--- config.mk ---
export PLATFORM = sky130hd
export DESIGN_NAME = uart_tx
export DESIGN_NICKNAME = d
export VERILOG_FILES = /design/src/rtl/uart_pkg.sv /design/src/rtl/uart_baud_gen.sv /design/src/rtl/uart_tx.sv
export SDC_FILE = /design/constraint.sdc
export NUM_CORES = 1
export LEC_CHECK = 0
export CORE_AREA = 2 2 65 67
export DETAILED_ROUTE_END_ITERATION = 7
export DIE_AREA = 0 0 67 69
export MAX_ROUTING_LAYER = met4
export PLACE_DENSITY_LB_ADDON = 0.3
export SLEW_MARGIN = 20
export SYNTH_ARGS = -nofsm -noshare
export SYNTH_HDL_FRONTEND = slang
export SYNTH_SLANG_ARGS = --single-unit
--- constraint.sdc ---
create_clock -name clkin -period 1.65 [get_ports clkin]
set_clock_uncertainty 0.15 [all_clocks]
set_input_delay 0.33 -clock clkin [delete_from_list [all_inputs] [get_ports clkin]]
set_output_delay 0.33 -clock clkin [all_outputs]
set_load 0.05 [all_outputs]
--- src/rtl/uart_pkg.sv ---
// Shared types, constants and helpers for the UART transmitter.
package uart_pkg;

    localparam int unsigned DATA_BITS = 8;
    localparam int unsigned IDX_W     = 3;

    localparam int unsigned PARITY_NONE = 0;
    localparam int unsigned PARITY_EVEN = 1;
    localparam int unsigned PARITY_ODD  = 2;

    typedef enum logic [2:0] {
        ST_IDLE   = 3'd0,
        ST_START  = 3'd1,
        ST_DATA   = 3'd2,
        ST_PARITY = 3'd3,
        ST_STOP   = 3'd4
    } state_t;

    // Ceiling log2; returns 0 for inputs of 0 or 1.
    function automatic int unsigned clog2(input int unsigned value);
        int unsigned res;
        res = 0;
        for (int i = 0; i < 32; i++) begin
            if ((64'(1) << i) < 64'(value)) begin
                res = 32'(i + 1);
            end
        end
        return res;
    endfunction

endpackage

--- src/rtl/uart_baud_gen.sv ---
// Bit-period counter: counts 0..DIV-1, reloads on restart, flags the last cycle of each bit.
module uart_baud_gen
    import uart_pkg::*;
#(
    parameter int unsigned DIV = 16
) (
    input  logic clkin,
    input  logic rst_n,
    input  logic restart,
    output logic bit_end,
    output logic bit_pre_end_c
);

    localparam int unsigned CNT_W = (clog2(DIV) < 1) ? 1 : clog2(DIV);
    localparam logic [CNT_W-1:0] CNT_LAST = CNT_W'(DIV - 1);
    localparam logic [CNT_W-1:0] CNT_PRE  = CNT_W'(DIV - 2);

    logic [CNT_W-1:0] r_cnt;
    logic             r_bit_end;

    // Free-running bit counter; a restart aligns the first bit of a frame to the accept edge.
    always_ff @(posedge clkin or negedge rst_n) begin
        if (!rst_n) begin
            r_cnt     <= '0;
            r_bit_end <= 1'b0;
        end else begin
            if (restart || (r_cnt == CNT_LAST)) begin
                r_cnt <= '0;
            end else begin
                r_cnt <= r_cnt + CNT_W'(1);
            end
            r_bit_end <= !restart && (r_cnt == CNT_PRE);
        end
    end

    assign bit_end       = r_bit_end;
    assign bit_pre_end_c = (r_cnt == CNT_PRE);

endmodule

--- src/rtl/uart_tx.sv ---
// UART transmitter: 8 data bits LSB first, optional parity, one or two stop bits.
module uart_tx
    import uart_pkg::*;
#(
    parameter int unsigned CLK_FREQ  = 100_000_000,
    parameter int unsigned BAUD_RATE = 115_200,
    parameter int unsigned PARITY    = 0,
    parameter int unsigned STOP_BITS = 1
) (
    input  logic                 clkin,
    input  logic                 rst_n,
    input  logic [DATA_BITS-1:0] tx_data,
    input  logic                 tx_valid,
    output logic                 tx_ready,
    output logic                 tx,
    output logic                 tx_busy,
    output logic                 tx_done
);

    localparam int unsigned DIV       = CLK_FREQ / BAUD_RATE;
    localparam logic        PAR_INV   = (PARITY == PARITY_ODD);
    localparam logic [IDX_W-1:0] IDX_LAST_DATA = IDX_W'(DATA_BITS - 1);
    localparam logic [IDX_W-1:0] IDX_LAST_STOP = IDX_W'(STOP_BITS - 1);

    // Reject parameter combinations the framing cannot support.
    if (DIV < 2) begin : g_bad_div
        $error("uart_tx: CLK_FREQ/BAUD_RATE must be at least 2");
    end
    if (PARITY > PARITY_ODD) begin : g_bad_parity
        $error("uart_tx: PARITY must be 0, 1 or 2");
    end
    if ((STOP_BITS != 1) && (STOP_BITS != 2)) begin : g_bad_stop
        $error("uart_tx: STOP_BITS must be 1 or 2");
    end

    state_t                 r_state;
    state_t                 w_state_next;
    logic [DATA_BITS-1:0]   r_shift;
    logic [DATA_BITS-1:0]   w_shift_next;
    logic [IDX_W-1:0]       r_bit_idx;
    logic [IDX_W-1:0]       w_bit_idx_next;
    logic                   r_par;
    logic                   w_par_next;
    logic                   r_tx;
    logic                   r_ready;
    logic                   r_busy;
    logic                   r_done;
    logic                   w_tx_next;
    logic                   w_done_next;
    logic                   w_accept;
    logic                   w_bit_end;
    logic                   w_pre_end;
    logic                   w_last_stop;

    assign w_accept    = tx_valid && r_ready;
    assign w_last_stop = (r_bit_idx == IDX_LAST_STOP);

    uart_baud_gen #(
        .DIV (DIV)
    ) u_baud (
        .clkin         (clkin),
        .rst_n         (rst_n),
        .restart       (w_accept),
        .bit_end       (w_bit_end),
        .bit_pre_end_c (w_pre_end)
    );

    // State register.
    always_ff @(posedge clkin or negedge rst_n) begin
        if (!rst_n) begin
            r_state <= ST_IDLE;
        end else begin
            r_state <= w_state_next;
        end
    end

    // Next-state logic: each non-idle state advances on the end of its bit period.
    always_comb begin
        w_state_next = r_state;
        case (r_state)
            ST_IDLE: begin
                if (w_accept) w_state_next = ST_START;
            end
            ST_START: begin
                if (w_bit_end) w_state_next = ST_DATA;
            end
            ST_DATA: begin
                if (w_bit_end && (r_bit_idx == IDX_LAST_DATA)) begin
                    w_state_next = (PARITY != PARITY_NONE) ? ST_PARITY : ST_STOP;
                end
            end
            ST_PARITY: begin
                if (w_bit_end) w_state_next = ST_STOP;
            end
            ST_STOP: begin
                if (w_bit_end && w_last_stop) w_state_next = ST_IDLE;
            end
            default: w_state_next = ST_IDLE;
        endcase
    end

    // Output and datapath next values; outputs are looked ahead one cycle so they can be registered.
    always_comb begin
        w_shift_next   = r_shift;
        w_bit_idx_next = r_bit_idx;
        w_par_next     = r_par;
        w_tx_next      = 1'b1;
        w_done_next    = 1'b0;

        if (w_accept) begin
            w_shift_next   = tx_data;
            w_bit_idx_next = '0;
            w_par_next     = 1'b0;
        end else if (w_bit_end) begin
            if (r_state == ST_DATA) begin
                w_shift_next   = r_shift >> 1;
                w_par_next     = r_par ^ r_shift[0];
                w_bit_idx_next = (r_bit_idx == IDX_LAST_DATA) ? '0 : r_bit_idx + IDX_W'(1);
            end else if (r_state == ST_STOP) begin
                w_bit_idx_next = w_last_stop ? '0 : r_bit_idx + IDX_W'(1);
            end
        end

        case (w_state_next)
            ST_START:  w_tx_next = 1'b0;
            ST_DATA:   w_tx_next = w_shift_next[0];
            ST_PARITY: w_tx_next = w_par_next ^ PAR_INV;
            default:   w_tx_next = 1'b1;
        endcase

        // Pre-end of the last stop bit means the next cycle is the final cycle of the frame.
        w_done_next = (r_state == ST_STOP) && w_last_stop && w_pre_end;
    end

    // Datapath and output registers.
    always_ff @(posedge clkin or negedge rst_n) begin
        if (!rst_n) begin
            r_shift   <= '0;
            r_bit_idx <= '0;
            r_par     <= 1'b0;
            r_tx      <= 1'b1;
            r_ready   <= 1'b1;
            r_busy    <= 1'b0;
            r_done    <= 1'b0;
        end else begin
            r_shift   <= w_shift_next;
            r_bit_idx <= w_bit_idx_next;
            r_par     <= w_par_next;
            r_tx      <= w_tx_next;
            r_ready   <= (w_state_next == ST_IDLE);
            r_busy    <= (w_state_next != ST_IDLE);
            r_done    <= w_done_next;
        end
    end

    assign tx       = r_tx;
    assign tx_ready = r_ready;
    assign tx_busy  = r_busy;
    assign tx_done  = r_done;

endmodule

==> results of run 1 <==
-- final cells by class --
type,count,area share
clock buffer,7,0.0399
clock inverter,1,0.00231
multi-input combinational,106,0.377
timing repair buffer,42,0.194
sequential,30,0.348
tap,50,0.0289
inverter,6,0.0104
-- worst register-to-register path: stages, from the launching register on --
cell and delay (ps):
dfrtp_1 400, buf_4 140, buf_6 130, or3_1 380, a21oi_2 180, mux2_4 310
-- routing by layer --
layer / up-vias / part of all wire / track usage
met3: 10 / 0.023 / 0.0489
met5: - / 0 / -
li1: 593 / - / -
met1: 564 / 0.42 / 0.186
met4: 0 / 0.031 / 0.0771
met2: 13 / 0.52 / 0.257
-- Yosys cell counts (all sizes together) --
| master | count |
|---|---|
| nand2b | 2 |
| or3b | 1 |
| buf | 5 |
| or3 | 2 |
| ha | 5 |
| nand3b | 2 |
| nor4bb | 1 |
| and2 | 1 |
| nand2 | 19 |
| nor2 | 15 |
| or4b | 1 |
| dfrtp | 28 |
| xnor2 | 6 |
| mux2 | 1 |
| nor2b | 1 |
| inv | 6 |
| nand3 | 6 |
| a211o | 1 |
| a221oi | 1 |
| or2b | 1 |
| nor3 | 4 |
| mux2i | 8 |
| clkbuf | 1 |
| nand4 | 1 |
| o21ai | 12 |
| o2111ai | 1 |
| dfstp | 2 |
| a21o | 2 |
| nor3b | 1 |
| a21oi | 5 |
| and3b | 1 |
| a21bo | 1 |
| nor4 | 1 |
| xor2 | 3 |
-- power by group through the flow --
| stage | sequential [mW] | clock (mW) | combinational, mW |
|---|---|---|---|
| final | 0.736 | 0.610 | 0.0419 |
| after floorplan | 0.749 | 0 | 0.000301 |
| after global routing | 0.735 | 0.661 | 0.0471 |
| after global placement | 0.749 | 0 | 0.0427 |
| after CTS | 0.736 | 0.629 | 0.0435 |
| after detailed placement | 0.749 | 0 | 0.0432 |
-- kinds of logic after synthesis --
logic type | synth area share
AO/OA/AOI/OAI | 0.0948
AND/OR/NAND/NOR | 0.209
XOR/XNOR | 0.0524
flip-flops | 0.500
adder cells (fa/ha/maj) | 0.0416
buffers and inverters | 0.0407
multiplexers | 0.0607
-- sequential cells by signal, summed over array words and instances (netlist names) --
name / count
tx_ready: 1
tx_busy: 1
u_baud.bit_end: 1
r_shift: 8
r_state: 3
u_baud.r_cnt: 10
tx: 1
r_bit_idx: 3
tx_done: 1
r_par: 1
-- worst max-delay path by stage --
stage,endpoint,slack (ps),cells past startpoint
5_1_grt,tx,-210,5
3_3_place_gp,tx,-250,5
2_1_floorplan,tx,-230,4
4_1_cts,tx,-80,6
3_5_place_dp,tx,-280,5
6_report,tx,-130,5
-- per-stage QoR --
stage               setup WS [ps]   util  instance area [µm²]
finish                       -125  0.553                 2170
global route                 -208  0.553                 2170
floorplan                    -233      -                 1520
global placement             -251  0.488                 1910
CTS                         -75.3  0.523                 2050
detailed placement           -284  0.488                 1910
-- timing repair --
item	CTS	global route
pin swaps	8	9
setup buffers	0	3
setup endpoints to repair	12	24
resized for setup	15	24
==> results.py, run 1 <==
metrics = {
    "status": {
        "violations": "negative setup slack",
        "status": "complete, but fails checks",
    },
    "detailed_routing": {
        "vias": 1180,
        "wire_per_inst_um": 13.6,
        "drtAntennaViolNets": 0,
        "post-route-drc-count": 0,
        "dr.first_iter.drc_count": 30,
        "finalWirelength_um": 3290,
        "first_pass_iters": 4,
        "viasPerCell": 4.88,
    },
    "timing": {
        "layout_setup_ws_ps": -125,
        "grt_setup_unrepaired": "yes",
        "setup_viol": 16,
        "hold_viol": 0,
        "setup_tns_ps": -521,
        "maxSlewHeadroom": 0.800,
        "slew_violations": 0,
        "max_freq_ghz": 0.563,
        "tightestPinTransition_ps": 297,
        "whs_ps": 234,
        "period_needed_ps": 1780,
        "finalCritPeriodShare": 1.08,
    },
    "layout": {
        "stdcell_count": 242,
        "antenna_cells": 0,
        "regArea_um2": 753,
        "final_common_cell": "dfrtp_1",
        "final_nets": 207,
        "layout_common_cells": "dfrtp_1, buf_4, nand2_1, nor2_2, clkdlybuf4s50_1",
        "syn2layout_area_growth_pct": 43.9,
        "multi_input_area_um2": 816,
        "layout-drive-gt1-share": 0.385,
        "fillers": 348,
    },
    "clock_tree": {
        "clockBufferDepth": 2,
        "cts_max_level": 2,
        "clk_pin_slew_ps": 60,
        "cts.sinks": 30,
        "cts_hold_buf": 0,
        "clk-insertion-delay-late_ps": 290,
        "cts_tree": "done",
        "cts_buffers": 5,
        "cts_root_buf": "clkbuf_8",
    },
    "power_and_ir_drop": {
        "power_mw": 1.39,
        "powerDensity_nw_per_um2": 641,
        "p_comb_frac": 0.030,
        "irDropWorstVdd_mv": 0.512,
        "power.switching_mw": 0.292,
        "leakage_nw": 0.884,
        "seqPwrFrac": 0.530,
        "pwr-share-clk": 0.440,
        "p_int_mw": 1.10,
        "switching_share": 0.211,
    },
    "critical_path": {
        "arrival_ps": 1840,
        "path_class": "flip-flop to flip-flop",
        "critPathLaunchType": "flip-flop",
        "crit_family": "flip-flops",
        "crit_slowest_cell": "dfrtp_1",
        "critPathCaptureType": "flip-flop",
        "critPathMaxFanout": 9,
        "crit_path_cell_trace": "buf_4 -> buf_6 -> or3_1 -> a21oi_2 -> mux2_4",
        "r2r_slack_ps": -130,
        "worst_path_largest_cell_delay_ps": 400,
        "path_buf_inv": 2,
        "required_ps": 1710,
        "r2r.worst_path.cells": 5,
        "startpoint": "r_state[0]",
        "regToRegStartpoint": "r_state[0]",
        "r2r-end": "tx",
    },
    "synth": {
        "synth_nets": 164,
        "syn_area_um2": 1510,
        "yosys_warnings": 0,
        "synth_top_area_frac": 0.466,
        "ys_types": 39,
        "synth_area_leader_cell": "dfrtp_1",
        "synth_seq_area_share": 0.500,
        "synth_cells": 148,
        "synth-seq-cells": 30,
        "postSynthAreaPerCell_um2": 10.2,
        "synthTopCellsByArea": "dfrtp_1, mux2i_1, nand2_1",
    },
    "run": {
        "drv_cap": 0,
    },
    "global_route": {
        "grt_remaining_overflow": 0,
        "grt_pass1_vias": 1257,
        "grt_pass1_wl_um": 5510,
        "grt_max_degree": 19,
        "grtUsageTotal": 0.163,
        "antenna_found_initial": 0,
    },
    "die": {
        "die_w_um": 67,
        "initial_utilization": 0.385,
        "ios": 15,
        "die_area_um2": 4620,
        "dieHeight_um": 69,
        "core_um2": 3910,
        "rows": 23,
    },
    "placement": {
        "dp_cells": 231,
        "io_buffers": 14,
        "gp_congestion": 0.836,
        "hpwl_um": 2400,
    },
    "min_path": {
        "hold_path_class": "input pin to async pin",
    },
}
No activity file was read; power rests on OpenSTA's default activity.
==> run 2, diff against run 1 <==
--- a/config.mk
+++ b/config.mk
@@ -9,7 +9,7 @@
 export DETAILED_ROUTE_END_ITERATION = 7
 export DIE_AREA = 0 0 67 69
 export MAX_ROUTING_LAYER = met4
-export PLACE_DENSITY_LB_ADDON = 0.3
+export PLACE_DENSITY = 0.71
 export SLEW_MARGIN = 20
 export SYNTH_ARGS = -nofsm -noshare
 export SYNTH_HDL_FRONTEND = slang
==> run 2 against run 1 <==
Net effect:
- the run still ends with negative setup slack left
- core utilization is 0.54 points lower
- sequential share of layout area is 0.34 points higher
- design area down 0.98%
- clock power about the same
- sequential cell count did not move
- non-clock buffer count unchanged
- first-iteration DRC count grew 47%
- via count increased by 1.0%
- power is 0.11% higher
- global-route usage up 0.67 points
- final cell count unchanged
- largest cell class unchanged
- highest routed layer unchanged
==> results.py, run 2 (synthesis gave the netlist of run 1 again) <==
metrics = {
    "placement": {
        "gp_congestion": 0.799,
        "dpl_cell_area_um2": 1920,
        "dp_cells": 231,
        "io_buffers": 14,
        "hpwl_um": 2410,
    },
    "critical_path": {
        "critPathMaxFanout": 4,
        "r2r_slack_ps": -80,
        "required_ps": 1710,
        "arrival_ps": 1790,
        "critPathLaunchType": "flip-flop",
        "critPathCaptureType": "flip-flop",
        "path_buf_inv": 1,
        "crit_family": "multiplexers",
        "crit_slowest_cell": "dfrtp_1",
        "path_class": "flip-flop to flip-flop",
        "worst_path_largest_cell_delay_ps": 390,
        "crit_path_cell_trace": "nor4bb_2 -> buf_4 -> mux2i_4 -> o2111ai_2 -> mux2_4",
    },
    "timing": {
        "max_freq_ghz": 0.577,
        "tightestPinTransition_ps": 293,
        "layout_setup_ws_ps": -82.8,
        "hold_viol": 0,
        "maxSlewHeadroom": 0.803,
        "grt_setup_unrepaired": "yes",
        "slew_violations": 0,
        "finalCritPeriodShare": 1.05,
        "period_needed_ps": 1730,
        "setup_viol": 11,
    },
    "detailed_routing": {
        "wire_per_inst_um": 13.5,
        "dr.first_iter.drc_count": 44,
        "first_pass_iters": 4,
        "drtAntennaViolNets": 0,
        "viasPerCell": 4.93,
        "finalWirelength_um": 3270,
        "vias": 1192,
        "post-route-drc-count": 0,
    },
    "power_and_ir_drop": {
        "irDropWorstVdd_mv": 0.452,
        "powerDensity_nw_per_um2": 648,
        "leakage_nw": 0.876,
    },
    "global_route": {
        "antenna_found_initial": 0,
        "grt_max_degree": 31,
        "grt_pass1_vias": 1270,
        "grtUsageTotal": 0.170,
        "grt_pass1_wl_um": 5720,
        "grt_remaining_overflow": 0,
    },
    "status": {
        "status": "complete, but fails checks",
        "violations": "negative setup slack",
    },
    "die": {
        "initial_utilization": 0.385,
        "die_area_um2": 4620,
        "die_w_um": 67,
        "dieHeight_um": 69,
        "core_um2": 3910,
        "ios": 15,
        "rows": 23,
    },
    "clock_tree": {
        "cts_hold_buf": 0,
        "cts_max_level": 2,
        "cts_buffers": 5,
        "clk-insertion-delay-late_ps": 280,
        "clockBufferDepth": 2,
        "cts_tree": "done",
        "cts_root_buf": "clkbuf_8",
        "clk_pin_slew_ps": 60,
        "cts.sinks": 30,
    },
    "run": {
        "drv_cap": 0,
    },
    "layout": {
        "final_common_cell": "dfrtp_1",
        "stdcell_count": 242,
        "final_nets": 207,
        "syn2layout_area_growth_pct": 42.5,
        "regMostFlops": "u_baud.r_cnt",
        "reg_top3": "u_baud.r_cnt (10), r_shift (8)",
        "layout-drive-gt1-share": 0.359,
        "layout_common_cells": "dfrtp_1, buf_4, nand2_1, clkdlybuf4s50_1",
        "antenna_cells": 0,
        "largest_reg_flops": 10,
        "finalInstanceArea_um2": 2140,
    },
    "min_path": {
        "hold_path_class": "input pin to async pin",
    },
}
-- run 2: cell count changes in the layout (fill, tap and decap cells not counted), sizes merged --
cell / delta
clkbuf: -1
clkinvlp: +1
-- run 2: cell type report --
class	instances	area [µm²]
flip-flops and latches	30	753
repair buffers	42	418
multi-input cells	106	791
clock buffers	6	82.6
clock inverters	2	12.5
inverters	6	25.0
well taps	50	62.6
fillers	342	1770
-- run 2: what timing repair did --
item                       4_1_cts  5_1_grt
setup endpoints to repair       15       20
gates resized for setup         17       12
setup buffers                    2        1
gates cloned                     0        0
pin swaps                       10        9
-- run 2: report_power, final --
part / internal (mW) / total, mW / switching [mW]
combinational: 0.0258 / 0.0450 / 0.0192
sequential: 0.736 / 0.736 / 0
clock: 0.334 / 0.609 / 0.274
-- run 2: metal layers --
metal  vias to the layer above  wire, µm  track usage
li1                        588         -            -
met1                       581      1350        0.184
met2                        16      1770        0.286
met3                         7        92       0.0489
met4                         0        57       0.0680
met5                         -         0            -
-- run 2: final timing paths --
path                                 startpoint         endpoint  depth (start not counted)
worst min register to register  u_baud.r_cnt[0]  u_baud.r_cnt[0]                          1
worst max-delay path                 r_state[0]               tx                          5
min in group clkin              u_baud.r_cnt[0]  u_baud.r_cnt[0]                          1
max in group asynchronous                 rst_n               tx                          2
worst max register to register       r_state[0]               tx                          5
worst min-delay path                      rst_n     r_bit_idx[2]                          2
-- run 2: through the flow --
stage	TNS, ps	setup slack, ps	utilization	total power, mW	hold slack, ps
after CTS	-527	-69.2	0.532	1.42	263
after detailed placement	-1770	-283	0.491	0.795	348
after global placement	-1170	-252	0.491	0.794	336
final	-433	-82.8	0.548	1.39	259
after global routing	-1530	-142	0.548	1.44	273
after floorplan	-233	-233	-	0.750	-116
==> run 3, diff against run 2 <==
--- a/config.mk
+++ b/config.mk
@@ -5,6 +5,7 @@
 export SDC_FILE = /design/constraint.sdc
 export NUM_CORES = 1
 export LEC_CHECK = 0
+export CAP_MARGIN = 20
 export CORE_AREA = 2 2 65 67
 export DETAILED_ROUTE_END_ITERATION = 7
 export DIE_AREA = 0 0 67 69
==> results of run 3 <==
The final DEF is identical to that of run 2; final timing and power are the same.
